### config.mk
export PLATFORM = sky130hd
export DESIGN_NAME = pipeline_ctrl_flat
export DESIGN_NICKNAME = d
export VERILOG_FILES = /design/src/rtl/pipeline_ctrl_pkg.sv /design/src/rtl/pipeline_ctrl_if.sv /design/src/rtl/pipeline_ctrl_load_use_detect.sv /design/src/rtl/pipeline_ctrl.sv /design/src/flat_wrapper.sv
export SDC_FILE = /design/constraint.sdc
export NUM_CORES = 1
export LEC_CHECK = 0
export ABC_AREA = 1
export CORE_UTILIZATION = 46
export DETAILED_ROUTE_END_ITERATION = 10
export PLACE_DENSITY = 0.9
export SLEW_MARGIN = 20
export SYNTH_ARGS = -nofsm -noshare
export SYNTH_HDL_FRONTEND = slang
export SYNTH_HIERARCHICAL = 1
export SYNTH_SLANG_ARGS = --single-unit
### constraint.sdc
create_clock -name clk -period 3 [get_ports clk]
set_input_delay 0.3 -clock clk [delete_from_list [all_inputs] [get_ports clk]]
set_output_delay 0.3 -clock clk [all_outputs]
set_load 0.05 [all_outputs]
### src/rtl/pipeline_ctrl_pkg.sv
// Shared definitions for the pipeline stall/flush controller: control polarities,
// data-memory FSM state encoding and the default access timeout.
package pipeline_ctrl_pkg;

   localparam logic STOP     = 1'b1;
   localparam logic NOT_STOP = 1'b0;
   localparam logic FLUSH    = 1'b1;
   localparam logic NO_FLUSH = 1'b0;

   localparam int DEF_MEM_TIMEOUT = 255;

   typedef enum logic [1:0] {
      ST_IDLE  = 2'd0,
      ST_WAIT  = 2'd1,
      ST_FAULT = 2'd2
   } mem_state_t;

endpackage

### src/rtl/pipeline_ctrl_if.sv
// Status/control bundle between the datapath and pipeline_ctrl. The perf counter
// outputs exist only when PIPE_CTRL_PERF_EN is defined.
interface pipeline_ctrl_if #(
   parameter int REG_ADDR_W = 5,
   parameter int PERF_W     = 32
);
   import pipeline_ctrl_pkg::*;

   logic [REG_ADDR_W-1:0] id_rs1_addr;
   logic [REG_ADDR_W-1:0] id_rs2_addr;
   logic                  id_rs1_rd;
   logic                  id_rs2_rd;
   logic                  ex_isload;
   logic                  ex_wr_bck_en;
   logic [REG_ADDR_W-1:0] ex_wr_reg_addr;
   logic                  ex_branch_taken;
   logic                  mem_access;
   logic                  dmem_ack;

   logic                  dmem_req;
   logic                  stall_pc;
   logic                  stall_if_id;
   logic                  stall_id_ex;
   logic                  stall_ex_mem;
   logic                  flush_if_id;
   logic                  flush_id_ex;
   logic                  flush_mem_wb;
   logic                  mem_fault;
   mem_state_t            dbg_state;
`ifdef PIPE_CTRL_PERF_EN
   logic [PERF_W-1:0]     perf_mem_stall_cnt;
   logic [PERF_W-1:0]     perf_lu_cnt;
   logic [PERF_W-1:0]     perf_flush_cnt;
`endif

   // Controller side: consumes datapath status, drives register controls.
   modport master (
      input  id_rs1_addr, id_rs2_addr, id_rs1_rd, id_rs2_rd,
      input  ex_isload, ex_wr_bck_en, ex_wr_reg_addr, ex_branch_taken,
      input  mem_access, dmem_ack,
      output dmem_req, stall_pc, stall_if_id, stall_id_ex, stall_ex_mem,
      output flush_if_id, flush_id_ex, flush_mem_wb, mem_fault, dbg_state
`ifdef PIPE_CTRL_PERF_EN
      , output perf_mem_stall_cnt, perf_lu_cnt, perf_flush_cnt
`endif
   );

   modport slave (
      output id_rs1_addr, id_rs2_addr, id_rs1_rd, id_rs2_rd,
      output ex_isload, ex_wr_bck_en, ex_wr_reg_addr, ex_branch_taken,
      output mem_access, dmem_ack,
      input  dmem_req, stall_pc, stall_if_id, stall_id_ex, stall_ex_mem,
      input  flush_if_id, flush_id_ex, flush_mem_wb, mem_fault, dbg_state
`ifdef PIPE_CTRL_PERF_EN
      , input perf_mem_stall_cnt, perf_lu_cnt, perf_flush_cnt
`endif
   );

endinterface

### src/rtl/pipeline_ctrl_load_use_detect.sv
// Load-use hazard: the ID instruction reads the register a load in EX is about
// to write. x0 never creates a hazard.
module pipeline_ctrl_load_use_detect #(
   parameter int REG_ADDR_W = 5
) (
   input  logic [REG_ADDR_W-1:0] id_rs1_addr,
   input  logic [REG_ADDR_W-1:0] id_rs2_addr,
   input  logic                  id_rs1_rd,
   input  logic                  id_rs2_rd,
   input  logic                  ex_isload,
   input  logic                  ex_wr_bck_en,
   input  logic [REG_ADDR_W-1:0] ex_wr_reg_addr,
   output logic                  lu
);

   logic rs1_hit;
   logic rs2_hit;

   assign rs1_hit = id_rs1_rd && (id_rs1_addr == ex_wr_reg_addr);
   assign rs2_hit = id_rs2_rd && (id_rs2_addr == ex_wr_reg_addr);
   assign lu      = ex_isload && ex_wr_bck_en && (ex_wr_reg_addr != '0) && (rs1_hit || rs2_hit);

endmodule

### src/rtl/pipeline_ctrl.sv
// Pipeline stall/flush controller: data-memory wait FSM, branch squash and
// load-use bubble. Define PIPE_CTRL_PERF_EN to add saturating perf counters.
module pipeline_ctrl
   import pipeline_ctrl_pkg::*;
#(
   parameter int REG_ADDR_W  = 5,
   parameter int MEM_TIMEOUT = DEF_MEM_TIMEOUT,
   parameter int TO_CNT_W    = 8,
   parameter int PERF_W      = 32
) (
   input logic            clk,
   input logic            rst,
   pipeline_ctrl_if.master bus
);

   localparam logic [TO_CNT_W-1:0] TIMEOUT_C = TO_CNT_W'(MEM_TIMEOUT);

   if (((2 ** TO_CNT_W) <= MEM_TIMEOUT) || (MEM_TIMEOUT < 1) || (PERF_W < 1)) begin : g_bad_cfg
      $error("pipeline_ctrl: inconsistent MEM_TIMEOUT/TO_CNT_W/PERF_W");
   end

   mem_state_t          state_q, state_d;
   logic [TO_CNT_W-1:0] cnt_q, cnt_d;
   logic                mem_stall;
   logic                req;
   logic                lu;
   logic                branch_flush;
   logic                lu_bubble;

   pipeline_ctrl_load_use_detect #(.REG_ADDR_W(REG_ADDR_W)) u_lu (
      .id_rs1_addr   (bus.id_rs1_addr),
      .id_rs2_addr   (bus.id_rs2_addr),
      .id_rs1_rd     (bus.id_rs1_rd),
      .id_rs2_rd     (bus.id_rs2_rd),
      .ex_isload     (bus.ex_isload),
      .ex_wr_bck_en  (bus.ex_wr_bck_en),
      .ex_wr_reg_addr(bus.ex_wr_reg_addr),
      .lu            (lu)
   );

   always_ff @(posedge clk) begin
      if (rst) begin
         state_q <= ST_IDLE;
         cnt_q   <= '0;
      end else begin
         state_q <= state_d;
         cnt_q   <= cnt_d;
      end
   end

   // The FSM looks only at dmem_ack and the timeout; mem_access dropping
   // mid-wait is treated as no ack.
   always_comb begin
      state_d   = state_q;
      cnt_d     = cnt_q;
      mem_stall = NOT_STOP;
      req       = 1'b0;
      case (state_q)
         ST_IDLE: begin
            req = bus.mem_access;
            if (bus.mem_access && !bus.dmem_ack) begin
               state_d   = ST_WAIT;
               mem_stall = STOP;
            end
         end
         ST_WAIT: begin
            req = 1'b1;
            if (bus.dmem_ack) begin
               state_d = ST_IDLE;
               cnt_d   = '0;
            end else begin
               mem_stall = (cnt_q < TIMEOUT_C) ? STOP : NOT_STOP;
               cnt_d     = cnt_q + TO_CNT_W'(1);
               if (cnt_d >= TIMEOUT_C) state_d = ST_FAULT;
            end
         end
         ST_FAULT: begin
            state_d = ST_IDLE;
            cnt_d   = '0;
         end
         default: begin
            state_d = ST_IDLE;
            cnt_d   = '0;
         end
      endcase
      if (rst) begin
         state_d   = ST_IDLE;
         cnt_d     = '0;
         mem_stall = NOT_STOP;
         req       = 1'b0;
      end
   end

   // A held branch is re-presented after the memory stall releases; the branch
   // squashes the ID instruction, so it overrides a load-use bubble.
   assign branch_flush = bus.ex_branch_taken && !mem_stall && !rst;
   assign lu_bubble    = lu && !mem_stall && !bus.ex_branch_taken && !rst;

   always_comb begin
      bus.dmem_req     = req;
      bus.stall_pc     = (mem_stall || lu_bubble) ? STOP : NOT_STOP;
      bus.stall_if_id  = (mem_stall || lu_bubble) ? STOP : NOT_STOP;
      bus.stall_id_ex  = mem_stall ? STOP : NOT_STOP;
      bus.stall_ex_mem = mem_stall ? STOP : NOT_STOP;
      bus.flush_if_id  = branch_flush ? FLUSH : NO_FLUSH;
      bus.flush_id_ex  = (branch_flush || lu_bubble) ? FLUSH : NO_FLUSH;
      bus.flush_mem_wb = mem_stall ? FLUSH : NO_FLUSH;
      bus.mem_fault    = (state_q == ST_FAULT) && !rst;
      bus.dbg_state    = state_q;
   end

`ifdef PIPE_CTRL_PERF_EN
   logic [PERF_W-1:0] perf_ms_q, perf_ms_d;
   logic [PERF_W-1:0] perf_lu_q, perf_lu_d;
   logic [PERF_W-1:0] perf_fl_q, perf_fl_d;

   always_comb begin
      perf_ms_d = perf_ms_q;
      perf_lu_d = perf_lu_q;
      perf_fl_d = perf_fl_q;
      if (mem_stall && (perf_ms_q != '1))    perf_ms_d = perf_ms_q + PERF_W'(1);
      if (lu_bubble && (perf_lu_q != '1))    perf_lu_d = perf_lu_q + PERF_W'(1);
      if (branch_flush && (perf_fl_q != '1)) perf_fl_d = perf_fl_q + PERF_W'(1);
   end

   always_ff @(posedge clk) begin
      if (rst) begin
         perf_ms_q <= '0;
         perf_lu_q <= '0;
         perf_fl_q <= '0;
      end else begin
         perf_ms_q <= perf_ms_d;
         perf_lu_q <= perf_lu_d;
         perf_fl_q <= perf_fl_d;
      end
   end

   assign bus.perf_mem_stall_cnt = perf_ms_q;
   assign bus.perf_lu_cnt        = perf_lu_q;
   assign bus.perf_flush_cnt     = perf_fl_q;
`endif

endmodule

### src/flat_wrapper.sv
// flat-port wrapper written by rule: the top's interface ports become plain ports
module pipeline_ctrl_flat import pipeline_ctrl_pkg::*;
#(
   parameter int REG_ADDR_W  = 5,
   parameter int MEM_TIMEOUT = DEF_MEM_TIMEOUT,
   parameter int TO_CNT_W    = 8,
   parameter int PERF_W      = 32
)
  (clk, rst, bus_id_rs1_addr, bus_id_rs2_addr, bus_id_rs1_rd, bus_id_rs2_rd, bus_ex_isload, bus_ex_wr_bck_en, bus_ex_wr_reg_addr, bus_ex_branch_taken, bus_mem_access, bus_dmem_ack, bus_dmem_req, bus_stall_pc, bus_stall_if_id, bus_stall_id_ex, bus_stall_ex_mem, bus_flush_if_id, bus_flush_id_ex, bus_flush_mem_wb, bus_mem_fault, bus_dbg_state);
  pipeline_ctrl_if #(.REG_ADDR_W(REG_ADDR_W), .PERF_W(PERF_W)) bus_i ();
  input logic clk;
  input logic rst;
  input wire logic [$bits(bus_i.id_rs1_addr)-1:0] bus_id_rs1_addr;
  input wire logic [$bits(bus_i.id_rs2_addr)-1:0] bus_id_rs2_addr;
  input wire logic [$bits(bus_i.id_rs1_rd)-1:0] bus_id_rs1_rd;
  input wire logic [$bits(bus_i.id_rs2_rd)-1:0] bus_id_rs2_rd;
  input wire logic [$bits(bus_i.ex_isload)-1:0] bus_ex_isload;
  input wire logic [$bits(bus_i.ex_wr_bck_en)-1:0] bus_ex_wr_bck_en;
  input wire logic [$bits(bus_i.ex_wr_reg_addr)-1:0] bus_ex_wr_reg_addr;
  input wire logic [$bits(bus_i.ex_branch_taken)-1:0] bus_ex_branch_taken;
  input wire logic [$bits(bus_i.mem_access)-1:0] bus_mem_access;
  input wire logic [$bits(bus_i.dmem_ack)-1:0] bus_dmem_ack;
  output wire logic [$bits(bus_i.dmem_req)-1:0] bus_dmem_req;
  output wire logic [$bits(bus_i.stall_pc)-1:0] bus_stall_pc;
  output wire logic [$bits(bus_i.stall_if_id)-1:0] bus_stall_if_id;
  output wire logic [$bits(bus_i.stall_id_ex)-1:0] bus_stall_id_ex;
  output wire logic [$bits(bus_i.stall_ex_mem)-1:0] bus_stall_ex_mem;
  output wire logic [$bits(bus_i.flush_if_id)-1:0] bus_flush_if_id;
  output wire logic [$bits(bus_i.flush_id_ex)-1:0] bus_flush_id_ex;
  output wire logic [$bits(bus_i.flush_mem_wb)-1:0] bus_flush_mem_wb;
  output wire logic [$bits(bus_i.mem_fault)-1:0] bus_mem_fault;
  output wire logic [$bits(bus_i.dbg_state)-1:0] bus_dbg_state;
  assign bus_i.id_rs1_addr = bus_id_rs1_addr;
  assign bus_i.id_rs2_addr = bus_id_rs2_addr;
  assign bus_i.id_rs1_rd = bus_id_rs1_rd;
  assign bus_i.id_rs2_rd = bus_id_rs2_rd;
  assign bus_i.ex_isload = bus_ex_isload;
  assign bus_i.ex_wr_bck_en = bus_ex_wr_bck_en;
  assign bus_i.ex_wr_reg_addr = bus_ex_wr_reg_addr;
  assign bus_i.ex_branch_taken = bus_ex_branch_taken;
  assign bus_i.mem_access = bus_mem_access;
  assign bus_i.dmem_ack = bus_dmem_ack;
  assign bus_dmem_req = bus_i.dmem_req;
  assign bus_stall_pc = bus_i.stall_pc;
  assign bus_stall_if_id = bus_i.stall_if_id;
  assign bus_stall_id_ex = bus_i.stall_id_ex;
  assign bus_stall_ex_mem = bus_i.stall_ex_mem;
  assign bus_flush_if_id = bus_i.flush_if_id;
  assign bus_flush_id_ex = bus_i.flush_id_ex;
  assign bus_flush_mem_wb = bus_i.flush_mem_wb;
  assign bus_mem_fault = bus_i.mem_fault;
  assign bus_dbg_state = bus_i.dbg_state;
  pipeline_ctrl #(.REG_ADDR_W(REG_ADDR_W), .MEM_TIMEOUT(MEM_TIMEOUT), .TO_CNT_W(TO_CNT_W), .PERF_W(PERF_W)) u_core (.clk(clk), .rst(rst), .bus(bus_i));
endmodule
**Word-level counts from Yosys, hierarchy flattened**

Index checks and enable logic that the tools add are counted.

- Reductions and logical operators: 22
- $add $sub $neg: 1
- Magnitude comparators: 2
- Muxes and demuxes: 17
- Eq/ne operators: 6

Operators with widths:

| kind | count |
|---|---|
| 8-bit case mux with 2 select lines | 1 |
| 1-bit logical AND | 12 |
| 5-bit equality test | 2 |
| 1-bit two-way mux | 9 |
| 8-bit by 1-bit adder with 8-bit output (second input constant) | 1 |
| 8-bit greater-or-equal comparator (second input constant) | 1 |
| 8-bit < comparator (second input constant) | 1 |
| 8-bit two-way mux | 1 |
| 2-bit two-way mux | 3 |
| 5-bit nonzero test | 1 |
| 1-bit logical NOT | 4 |
| 1-bit case mux with 2 select lines | 2 |
| 2-bit case mux with 2 select lines | 1 |
| 1-bit logical OR | 3 |
| 3-bit by 2-bit != test with 1-bit output (second input constant) | 1 |
| 2-bit by 1-bit equality test with 1-bit output (second input constant) | 1 |
| 2-bit equality test (second input constant) | 1 |
| 2-bit logical NOT | 1 |
| 2-bit by 1-bit != test with 1-bit output (second input constant) | 1 |
| 2-bit AND reduction | 1 |

- Input port bits: 24
- Output and inout port bits: 11
- Flip-flop bits (word level): 10
- Logic and storage cells: 50

**Depth between registers and ports, before layout**

- Word-level depth: 11
- Gate-level depth with buffers: 10
- Depth with buffers taken out: 10

**Modules after synthesis**

The synthesis kept the hierarchy.

Modules (own cells, without submodules):

| module | instances | area an instance (µm²) | cells an instance | sequential area each (µm²) |
|---|---|---|---|---|
| pipeline_ctrl | 1 | 681.9 | 105 | 200.2 |
| pipeline_ctrl_load_use_detect | 1 | 217.7 | 55 | 0.0 |

**Worst setup path after synthesis**

OpenSTA, ideal clock, no wires.

- Kind: input-to-output
- Start point: in bus_ex_wr_reg_addr[2]
- End point: out bus_stall_pc
- Required time: 2.700 ns
- Data arrival time: 2.325 ns
- Stages: 8
- Slack: 0.375 ns
- Buffers on the path: 1
- Cell sequence: inv_1 nor2_1 a21oi_1 nand3_1 a21oi_1 nand2_1 o21ai_0 buf_4

- Longest elaborated chain between the ends: 9
- Elaborated cells on any way between the ends: 13
- Those cells by class: eq/ne (2); mux (1); reduce/logical (10)

Ends and longest elaborated chain:

| what | line | RTL |
|---|---|---|
| from (decl) | flat_wrapper.sv:19 | `input wire logic [$bits(bus_i.ex_wr_reg_addr)-1:0] bus_ex_wr_reg_addr;` |
| 5-bit equality test, on equally long branches | pipeline_ctrl_load_use_detect.sv:19, pipeline_ctrl_load_use_detect.sv:20 |  |
| 1-bit logical AND, on equally long branches | pipeline_ctrl_load_use_detect.sv:19, pipeline_ctrl_load_use_detect.sv:20 |  |
| 1-bit logical OR | pipeline_ctrl_load_use_detect.sv:21 | `assign lu = ex_isload && ex_wr_bck_en && (ex_wr_reg_addr != '0) && (rs1_hit \|\| rs2_hit);` |
| 1-bit logical AND (*) | pipeline_ctrl_load_use_detect.sv:21 |  |
| net u_core.lu | pipeline_ctrl.sv:26 | `logic lu;` |
| 1-bit logical AND (*) (3 in a row) | pipeline_ctrl.sv:97 | `assign lu_bubble = lu && !mem_stall && !bus.ex_branch_taken && !rst;` |
| 1-bit logical OR (*) | -- |  |
| 1-bit two-way mux (*) | -- |  |
| to (decl) | flat_wrapper.sv:24 | `output wire logic [$bits(bus_i.stall_pc)-1:0] bus_stall_pc;` |

The timed path passes the listed nets; every way through them passes the cells marked *.

**Worst setup path after layout**

- Start point: reg u_core.cnt_q[0]
- End point: out bus_flush_if_id

- Longest elaborated chain between the ends: 9

Ends and longest elaborated chain:

| what | line | RTL |
|---|---|---|
| from (decl) | pipeline_ctrl.sv:23 | `logic [TO_CNT_W-1:0] cnt_q, cnt_d;` |
| from (signal assigned) | pipeline_ctrl.sv:47 | `cnt_q <= cnt_d;` |
| 8-bit < comparator | pipeline_ctrl.sv:72 | `mem_stall = (cnt_q < TIMEOUT_C) ? STOP : NOT_STOP;` |
| 1-bit two-way mux | pipeline_ctrl.sv:72 |  |
| 1-bit two-way mux | pipeline_ctrl.sv:68 | `if (bus.dmem_ack) begin` |
| 1-bit case mux with 2 select lines | pipeline_ctrl.sv:58 | `case (state_q)` |
| 1-bit two-way mux | pipeline_ctrl.sv:86 | `if (rst) begin` |
| 1-bit logical NOT | pipeline_ctrl.sv:96 | `assign branch_flush = bus.ex_branch_taken && !mem_stall && !rst;` |
| 1-bit logical AND (2 in a row) | pipeline_ctrl.sv:96 |  |
| 1-bit two-way mux | pipeline_ctrl.sv:105 | `bus.flush_if_id = branch_flush ? FLUSH : NO_FLUSH;` |
| to (decl) | flat_wrapper.sv:28 | `output wire logic [$bits(bus_i.flush_if_id)-1:0] bus_flush_if_id;` |

Every way passes these cells.

==> reports/results.ini <==
[run_status]
status=complete, no violations

[placed_design]
dp.final_hpwl_um=1980
place.gp.congestion=0.812
portBuffers=34

[floorplanning]
num_rows=15
start_util_pct=50.5
io_pins=35
dieHeight_um=46.2
design.core.area_mm2=0.00178
die-area_mm2=0.00214
die_w_um=46.2

[timing]
hold_viol_final=0
finalCritPeriodShare_pct=90.9
setup-violations-final=0
fmax_mhz=367
report.final.slew_viol_count=0
skew_ns=0.00187
max_slew_margin_pct=66.0
rsz0062_at_grt=false
finalCriticalPeriod_ns=2.73
setup_tns_ns=0
worstMarginPinSlew_ns=0.509

[detailed_routing]
drt_first_iter_violations=30
vias=1069
ant_nets=0
wire_per_inst_um=10.5
finalWirelength_um=2320
drtPass1Iterations=4
viasPerCell=4.86
drcViolationCount=0

[setup_path]
critPathLaunch=u_core/cnt_q[0]
arrival_ns=2.43
path_class=register to output pin
critPathCaptureType=output pin
crit_required_ns=2.70
r2r_cells=10
path_max_fanout=6
cp-start-kind=register
r2r-start=u_core/cnt_q[0]

[layout]
fin_util_pct=71.2
regArea_um2=200
nets=222
num_antenna_cells=0
multiInputGateArea_um2=546
syn2layout_area_growth_pct=41.2
nFillCells=150
drive_gt1_share_pct=10.3

[job]
maxCapViolCount=0

[global_route]
grt_pass1_wl_um=3550
grt_max_degree=9
antenna_found_initial=0
grt_pass1_vias=920
grt_overflow_total=0
grt_use_total_pct=23.3

[yosys]
synth_top_family_by_area=simple AND/OR/NAND/NOR gates
seq_area_frac_synth_pct=22.3
synthAdderAreaFrac_pct=2.78
synth_area_um2=900
yosysWarningCount=6
synth_compound_area_share_pct=10.4
syn_inst=160
ys_seq_elements=10
synth_xor_area_share_pct=0
syn_nets=186
muxShareOfSynthArea_pct=0
ys_types=21
yosys.area_share.simple_pct=47.4
avgSynthCellArea_um2=5.62

[clock_network]
cts_made_buffers=3
clk_latency_ns=0.26
clockRootBuffer=clkbuf_4
cts.sinks=10
cts_hold_buffers=0
cts_setup_buffers=0
cts.path.max_buffers=2
cts_resized=0
cts_tree=yes
htree_levels=1
clkSlewWorstSetupHoldPaths_ns=0.07

[min_path]
hold_start=u_core/cnt_q[6]
holdPathStages=2
hold_path_class=register to register

[pwr]
peakVddDrop_v=0.000195
p_per_area_mw_per_mm2=294
leakage_uw=0.000591

## through the flow
| stage | hold slack, ns | std cells | cell area, µm² | total power, µW | setup WS (ns) |
|---|---|---|---|---|---|
| finish | 0.481 | 220 | 1270 | 373 | 0.273 |
| global route | 0.516 | 220 | 1270 | 390 | 0.135 |
| floorplan | 0.451 | 160 | 900 | 203 | 0.375 |
| detailed placement | 0.473 | 216 | 1230 | 254 | 0.435 |
| CTS | 0.484 | 220 | 1270 | 374 | 0.278 |
| global placement | 0.466 | 216 | 1230 | 251 | 0.470 |
## layout make-up
type | instances | share of cell area (%)
clock buffers | 4 | 2.86
inverters | 31 | 9.16
multi-input cells | 115 | 43.0
flip-flops and latches | 10 | 15.8
well taps | 25 | 2.46
repair buffers | 35 | 26.8
## cells in the mapped netlist
cell type  number  area share (%)
buf_8           1             1.7
nor2_1         14             5.8
nor3_4          1             1.8
nand3_1        16             8.9
ha_1            2             2.8
o21ai_2         1            0.97
nor3_1          2             1.1
inv_1          27              11
a21oi_1         8             4.5
o21bai_1        2             1.7
nand4_1         3             2.1
o21a_1          1            0.83
o31ai_1         1            0.83
buf_4           3             2.5
nor2_2          1            0.70
nand2_1        55              23
inv_2           4             1.7
o21ai_0         3             1.7
nor2_4          1             1.3
dfxtp_1        10              22
nand2_2         4             2.8
## critical path: stages, from the launching register on
cell and delay [ns]:
dfxtp_1 0.43, ha_1 0.25, nand2_1 0.13, inv_1 0.10, nand2_2 0.07, o21ai_2 0.11
nand2_1 0.07, nand2_2 0.08, nand3_1 0.07, inv_1 0.06, clkdlybuf4s50_1 0.80
## flip-flops by register name, indices dropped and copies added (netlist names)
name                  flops
u_core/bus.dbg_state      2
u_core/cnt_q              8
## logic make-up (layout without fill, tap and decap cells)
kind of cell               Yosys count  count (layout)
AOI/OAI and AO/OA                   16              16
buffers and inverters               35              70
DFF                                 10              10
adders and majority gates            2               2
and+or+nand+nor                     97              97
## final timing paths
check,endpoint,slack [ns]
worst max-delay path,bus_flush_if_id,0.27
worst min-delay path,u_core/cnt_q[6],0.48
worst max register to register,u_core/bus.dbg_state[0],1.49
worst min register to register,u_core/cnt_q[6],0.48
## per-layer routing
layer / share of wire [%] / vias to the layer above / global-route usage, %
li1: - / 566 / -
met1: 38 / 465 / 22.5
met2: 56 / 34 / 48.5
met3: 4.3 / 4 / 3.92
met4: 1.4 / 0 / 7.06
met5: 0 / - / 0
## report_power, final
part	total [µW]	leakage, µW	internal, µW	switching [µW]
logic	114	0.000489	51.0	63.2
registers	136	0.0000808	134	2.01
clock network	123	0.0000210	73.7	49.1
## placed cells by master, fill, tap and decap left out, drive strengths merged
master	instances
a21oi	8
ha	2
nor2	16
o21bai	2
o21ai	4
nand3	16
clkdlybuf4s50	31
o31ai	1
nand2	59
nor3	3
inv	31
clkbuf	4
buf	4
nand4	3
o21a	1
dfxtp	10
No activity file was read; power rests on OpenSTA's default activity.
